**config.mk**
```make
export PLATFORM = sky130hd
export DESIGN_NAME = imem_loader
export DESIGN_NICKNAME = d
export VERILOG_FILES = /design/src/rtl/core_pkg.sv /design/src/rtl/imem_ram.sv /design/src/rtl/imem_loader.sv
export SDC_FILE = /design/constraint.sdc
export NUM_CORES = 2
export LEC_CHECK = 0
export CAP_MARGIN = 20
export CORE_ASPECT_RATIO = 0.7
export CORE_MARGIN = 2
export CORE_UTILIZATION = 50
export DETAILED_ROUTE_END_ITERATION = 12
export GPL_TIMING_DRIVEN = 0
export PLACE_DENSITY_LB_ADDON = 0.05
export SYNTH_ARGS = -nofsm -noshare
export SYNTH_HDL_FRONTEND = slang
export SYNTH_SLANG_ARGS = --single-unit
export TNS_END_PERCENT = 30
```
**constraint.sdc**
```tcl
create_clock -name clk -period 6.7 [get_ports clk]
set_input_delay 2.01 -clock clk [delete_from_list [all_inputs] [get_ports clk]]
set_output_delay 2.01 -clock clk [all_outputs]
set_load 0.1 [all_outputs]
```
**src/rtl/core_pkg.sv**
```systemverilog
// Shared loader types and constants: FSM state encoding, header size and the
// RV32I NOP returned for out-of-range fetches.
package core_pkg;

    typedef enum logic [2:0] {
        S_LEN0,
        S_LEN1,
        S_DATA,
        S_RUN,
        S_ERR
    } loader_state_e;

    localparam int          LDR_HDR_BYTES = 2;
    localparam logic [31:0] RV_NOP        = 32'h00000013;

    function automatic logic is_load_state(input loader_state_e s);
        return (s == S_LEN0) || (s == S_LEN1) || (s == S_DATA);
    endfunction

endpackage

```
**src/rtl/imem_ram.sv**
```systemverilog
// Instruction memory: one synchronous write port and one asynchronous read port
// so the core can fetch in the same cycle it presents an address.
module imem_ram #(
    parameter int XLEN  = 32,
    parameter int DEPTH = 64,
    parameter int AW    = $clog2(DEPTH)
) (
    input  logic            clk,
    input  logic            we,
    input  logic [AW-1:0]   waddr,
    input  logic [XLEN-1:0] wdata,
    input  logic [AW-1:0]   raddr,
    output logic [XLEN-1:0] rdata
);

    logic [XLEN-1:0] mem [DEPTH];

    // No reset: contents survive both reset and reload.
    always_ff @(posedge clk) begin
        if (we) begin
            mem[waddr] <= wdata;
        end
    end

    assign rdata = mem[raddr];

endmodule

```
**src/rtl/imem_loader.sv**
```systemverilog
// Loads a length-prefixed little-endian byte stream into instruction memory,
// holds the core in reset until the load completes, and serves core fetches.
//
//   state  | meaning
//   S_LEN0 | waiting for header byte 0 (N[7:0])
//   S_LEN1 | waiting for header byte 1 (N[15:8])
//   S_DATA | assembling and writing data words
//   S_RUN  | load complete, core released
//   S_ERR  | header N exceeded DEPTH, core held until reload
module imem_loader
    import core_pkg::*;
#(
    parameter  int XLEN  = 32,
    parameter  int DEPTH = 64,
    localparam int AW    = $clog2(DEPTH)
) (
    input  logic            clk,
    input  logic            reset,
    input  logic [7:0]      in_data,
    input  logic            in_valid,
    output logic            in_ready,
    input  logic            reload,
    input  logic [XLEN-1:0] imem_addr,
    output logic [XLEN-1:0] imem_data,
    output logic            core_reset,
    output logic            load_err,
    output logic [15:0]     words_loaded
);

    loader_state_e   state_q, state_d;
    logic [15:0]     len_q, len_d;
    logic [1:0]      lane_q, lane_d;
    logic [23:0]     bytes_q, bytes_d;
    logic [AW-1:0]   word_idx_q, word_idx_d;
    logic [15:0]     words_q, words_d;
    logic            err_q, err_d;

    logic            xfer;
    logic [15:0]     hdr_len;
    logic            last_word;
    logic            ram_we;
    logic [XLEN-1:0] ram_wdata;
    logic [XLEN-1:0] ram_rdata;

    assign in_ready  = is_load_state(state_q) && !reset && !reload;
    assign xfer      = in_valid && in_ready;
    assign hdr_len   = {in_data, len_q[7:0]};
    assign last_word = (words_q == len_q - 16'd1);

    always_comb begin
        state_d    = state_q;
        len_d      = len_q;
        lane_d     = lane_q;
        bytes_d    = bytes_q;
        word_idx_d = word_idx_q;
        words_d    = words_q;
        err_d      = err_q;
        ram_we     = 1'b0;
        // Lane-3 byte goes straight into the word without being registered.
        ram_wdata  = XLEN'({in_data, bytes_q});

        if (reload) begin
            state_d    = S_LEN0;
            len_d      = '0;
            lane_d     = '0;
            word_idx_d = '0;
            words_d    = '0;
            err_d      = 1'b0;
        end else begin
            unique case (state_q)
                S_LEN0: begin
                    if (xfer) begin
                        len_d[7:0] = in_data;
                        state_d    = S_LEN1;
                    end
                end
                S_LEN1: begin
                    if (xfer) begin
                        len_d = hdr_len;
                        if (hdr_len == 16'd0) begin
                            state_d = S_RUN;
                        end else if ({1'b0, hdr_len} > 17'(DEPTH)) begin
                            state_d = S_ERR;
                            err_d   = 1'b1;
                        end else begin
                            state_d = S_DATA;
                        end
                    end
                end
                S_DATA: begin
                    if (xfer) begin
                        bytes_d[{lane_q, 3'b000} +: 8] = in_data;
                        lane_d = lane_q + 2'd1;
                        if (lane_q == 2'd3) begin
                            ram_we     = 1'b1;
                            word_idx_d = word_idx_q + 1'b1;
                            words_d    = words_q + 16'd1;
                            if (last_word) begin
                                state_d = S_RUN;
                            end
                        end
                    end
                end
                S_RUN, S_ERR: begin
                end
                default: begin
                    state_d = S_LEN0;
                end
            endcase
        end
    end

    always_ff @(posedge clk) begin
        if (reset) begin
            state_q    <= S_LEN0;
            len_q      <= '0;
            lane_q     <= '0;
            bytes_q    <= '0;
            word_idx_q <= '0;
            words_q    <= '0;
            err_q      <= 1'b0;
        end else begin
            state_q    <= state_d;
            len_q      <= len_d;
            lane_q     <= lane_d;
            bytes_q    <= bytes_d;
            word_idx_q <= word_idx_d;
            words_q    <= words_d;
            err_q      <= err_d;
        end
    end

    imem_ram #(
        .XLEN  (XLEN),
        .DEPTH (DEPTH),
        .AW    (AW)
    ) u_ram (
        .clk   (clk),
        .we    (ram_we && !reset),
        .waddr (word_idx_q),
        .wdata (ram_wdata),
        .raddr (imem_addr[AW+1:2]),
        .rdata (ram_rdata)
    );

    // Byte offset bits are irrelevant for word fetches.
    logic unused_addr_lsb;
    assign unused_addr_lsb = ^imem_addr[1:0];

    assign imem_data    = (imem_addr[XLEN-1:AW+2] == '0) ? ram_rdata : XLEN'(RV_NOP);
    assign core_reset   = reset || (state_q != S_RUN);
    assign load_err     = err_q;
    assign words_loaded = words_q;

endmodule

```
==> flow_metrics.env <==
export IMPL_status="finished with violations"
export IMPL_failed_checks="setup timing"
export IMPL_clock_skew_ps=30.1
export IMPL_ff_latch_area_mm2=0.0629
export IMPL_die_x_um=487
export IMPL_synth_top_cell_area_share_pct=75.3
export IMPL_clk_latency_ps=850
export IMPL_clkSinkCount=2116
export IMPL_synthTopCellsByCount="edfxtp_1, mux4_2, mux2i_1"
export IMPL_nFillCells=11300
export IMPL_dp_slack_ps=-2650
export IMPL_worstPathRequired_ps=4690
export IMPL_cpMostUsedCell="buf_4"
export IMPL_multi_input_area_mm2=0.0188
export IMPL_worstPathArrival_ps=4790
export IMPL_cp_slowest_cell="nor3_2"
export IMPL_clk_pin_slew_ps=60
export IMPL_antenna_left=0
export IMPL_io_buffers=86
export IMPL_drc=0
export IMPL_ys_seq_area_share_pct=76.9
export IMPL_num_io_pins=95
export IMPL_crit_buf_inv=5
export IMPL_antenna_found_initial=5
export IMPL_cp_end_kind="output pin"
export IMPL_cts_tree="yes"
export IMPL_cts_hold_buf=0
export IMPL_grt_pass1_wl_um=358000
export IMPL_leakagePower_uw=0.0317
export IMPL_synth_ff_type="edfxtp_1"
export IMPL_cp_max_fo=10
export IMPL_max_freq_ghz=0.147
export IMPL_synth_top_cells_by_area="edfxtp_1, mux4_2, mux2i_1"
export IMPL_finalWirelength_um=267000
export IMPL_grt_max_degree=65
export IMPL_wl_met2_um=116000
export IMPL_drv_cap=0
export IMPL_path_cells="buf_2 -> buf_4 -> buf_4 -> buf_4 -> nand2_1 -> o22ai_1 -> nor3_1 -> nor3_2 -> buf_4"
export IMPL_die_y_um=342
export IMPL_ys_ff_latch=2116
export IMPL_row_count=124
export IMPL_grt_pass1_vias=41500
export IMPL_drtIter0Drc=7351
export IMPL_met1_length_um=107000
export IMPL_setup_violations_final=11
export IMPL_finalNetCount=4152
export IMPL_hold_ws_ps=475
export IMPL_final_area_mm2=0.0965
export IMPL_synth_edf_count=2048
export IMPL_cp_depth=9
export IMPL_vias=43200
export IMPL_dp_hpwl_um=186000
export IMPL_start_util_pct=50.2
export IMPL_place_congestion=0.891
export IMPL_synth_fp_nets=3702
export IMPL_final_cells=6411
export IMPL_viasPerCell=6.74
export IMPL_finalHoldViolations=0
export IMPL_synth_cell_types=57
export IMPL_fin_ws_ps=-98.4
export IMPL_relSlewSlack_pct=27.2
export IMPL_holdPathStages=2
export IMPL_placedCellCount=6034
export IMPL_core_mm2=0.163
export IMPL_min_period_ps=6800
export IMPL_cts_buffer_depth=3
export IMPL_crit_type="in -> out"
export IMPL_root_buffer="clkbuf_16"
export IMPL_drtPass1Iterations=6
export IMPL_avgRoutedWirePerCell_um=41.7
export IMPL_async_flop_share_pct=0
export IMPL_drive_gt1_share_pct=32.7
export IMPL_netlist_area_mm2=0.0817
export IMPL_met3_length_um=35600
export IMPL_avgSynthCellArea_um2=22.4
export IMPL_slowest_delay_ps=400
export IMPL_reg2regPathDepth=7
export IMPL_grt_overflow=0
export IMPL_final_max_slew_viol_count=0
export IMPL_start_kind="input port"
export IMPL_worst_pin_slew_ps=1090
export IMPL_grt_use_total_pct=32.3
export IMPL_yosys_area_top_type="edfxtp_1"
export IMPL_power_density_mw_per_mm2=275
export IMPL_synth_warnings=0
export IMPL_timing_final_crit_share_pct=101
export IMPL_htree_levels=4
export IMPL_die_area_mm2=0.167
export IMPL_area_delta_synth_final_pct=18.1
export IMPL_placed_area_mm2=0.0890
export IMPL_highest_layer="met5"
export IMPL_min_path_type="reg -> reg"
export IMPL_cts_inserted_buffers=196
export IMPL_yosys_cell_count_top_type="edfxtp_1"
export IMPL_critPathTopFamily="buffers and inverters"
export IMPL_rsz0062_at_grt="true"
export IMPL_ir_worst_vdd_mv=0.253
export IMPL_postSynthCellCount=3650
[report_power, final]
| part | switching, uW | internal, uW |
|---|---|---|
| Sequential | 1.98 | 14300 |
| Combinational | 657 | 350 |
| Clock | 4960 | 6250 |
| Total | 5620 | 20900 |
[per-layer routing]
| metal | global-route usage [%] | vias up |
|---|---|---|
| met3 | 9.61 | 443 |
| li1 | - | 16400 |
| met5 | 0.966 | - |
| met2 | 46.2 | 3136 |
| met4 | 9.80 | 6 |
| met1 | 48.3 | 23200 |
[worst min-delay path, stage by stage, from the launching register on]
cell	delay (ps)
dfxtp_2	330
nand2_1	50
a21oi_1	50
[final cells by class]
cell class,count,share of cell area [%]
flip-flops and latches,2116,65.2
clock buffers,250,5.50
well taps,2142,2.78
plain buffers,191,1.74
multi-input cells,1334,19.4
diodes,1,0.00259
repair buffers,253,4.26
clock inverters,116,1.09
inverters,8,0.0311
[sequential cells by signal, indices dropped and copies added, names as in the netlist]
register      flops
u_ram.mem      2048
bytes_q          24
len_q            16
words_loaded     16
word_idx_q        6
state_q           3
lane_q            2
load_err          1
[cell families (layout without fill, tap and decap cells)]
| group | Yosys count | count (layout) | share of synthesized area (%) |
|---|---|---|---|
| AND/OR/NAND/NOR | 367 | 367 | 2.11 |
| adder cells (fa/ha/maj) | 8 | 8 | 0.122 |
| buffers and inverters | 200 | 818 | 1.29 |
| other | 0 | 1 | 0 |
| AO/OA/AOI/OAI | 179 | 179 | 1.45 |
| XOR/XNOR | 42 | 42 | 0.450 |
| multiplexers | 738 | 738 | 17.7 |
| flip-flops | 2116 | 2116 | 76.9 |
[repair_timing]
item,4_1_cts,5_1_grt
pin swaps,11,5
hold endpoints to repair,0,0
resized for setup,503,59
buffers inserted,4,5
endpoints found under the setup margin,33,28
[path summary, 6_finish.rpt]
kind	from	end	slack (ps)
hold reg to reg	bytes_q[19]	bytes_q[19]	480
hold / removal	bytes_q[19]	bytes_q[19]	480
setup reg to reg	state_q[0]	u_ram.mem[35][18]	2560
setup / recovery	imem_addr[4]	imem_data[15]	-100
[placed cells by master, fill, tap and decap left out, types with 13 or more instances in the layout]
cell                n
a21oi_1            48
a22oi_1            42
a22oi_2            16
buf_12            114
buf_16             30
buf_2              28
buf_4              59
buf_6              73
buf_8              29
bufinv_16          17
clkbuf_1           62
clkbuf_16         202
clkbuf_2           14
clkbuf_4           13
clkdlybuf4s50_1    44
clkinv_1           45
clkinv_2           29
dfxtp_1            44
dfxtp_2            24
edfxtp_1         2048
mux2i_1           143
mux2i_2            13
mux4_2            562
nand2_1            69
nand3_1            47
nor2_1             69
nor2_4             69
nor2b_1            24
xnor2_1            22
xor2_1             20
[stage by stage]
| step | TNS [ps] | total power (uW) | util, % |
|---|---|---|---|
| final | -544 | 26500 | 59.3 |
| after detailed placement | -66000 | 15500 | 54.7 |
| after floorplan | -2880 | 15100 | - |
| after global routing | -259 | 27100 | 59.3 |
| after global placement | -3335530 | 15500 | 52.4 |
| after CTS | -610 | 26600 | 59.1 |
No activity file was read; power rests on OpenSTA's default activity.
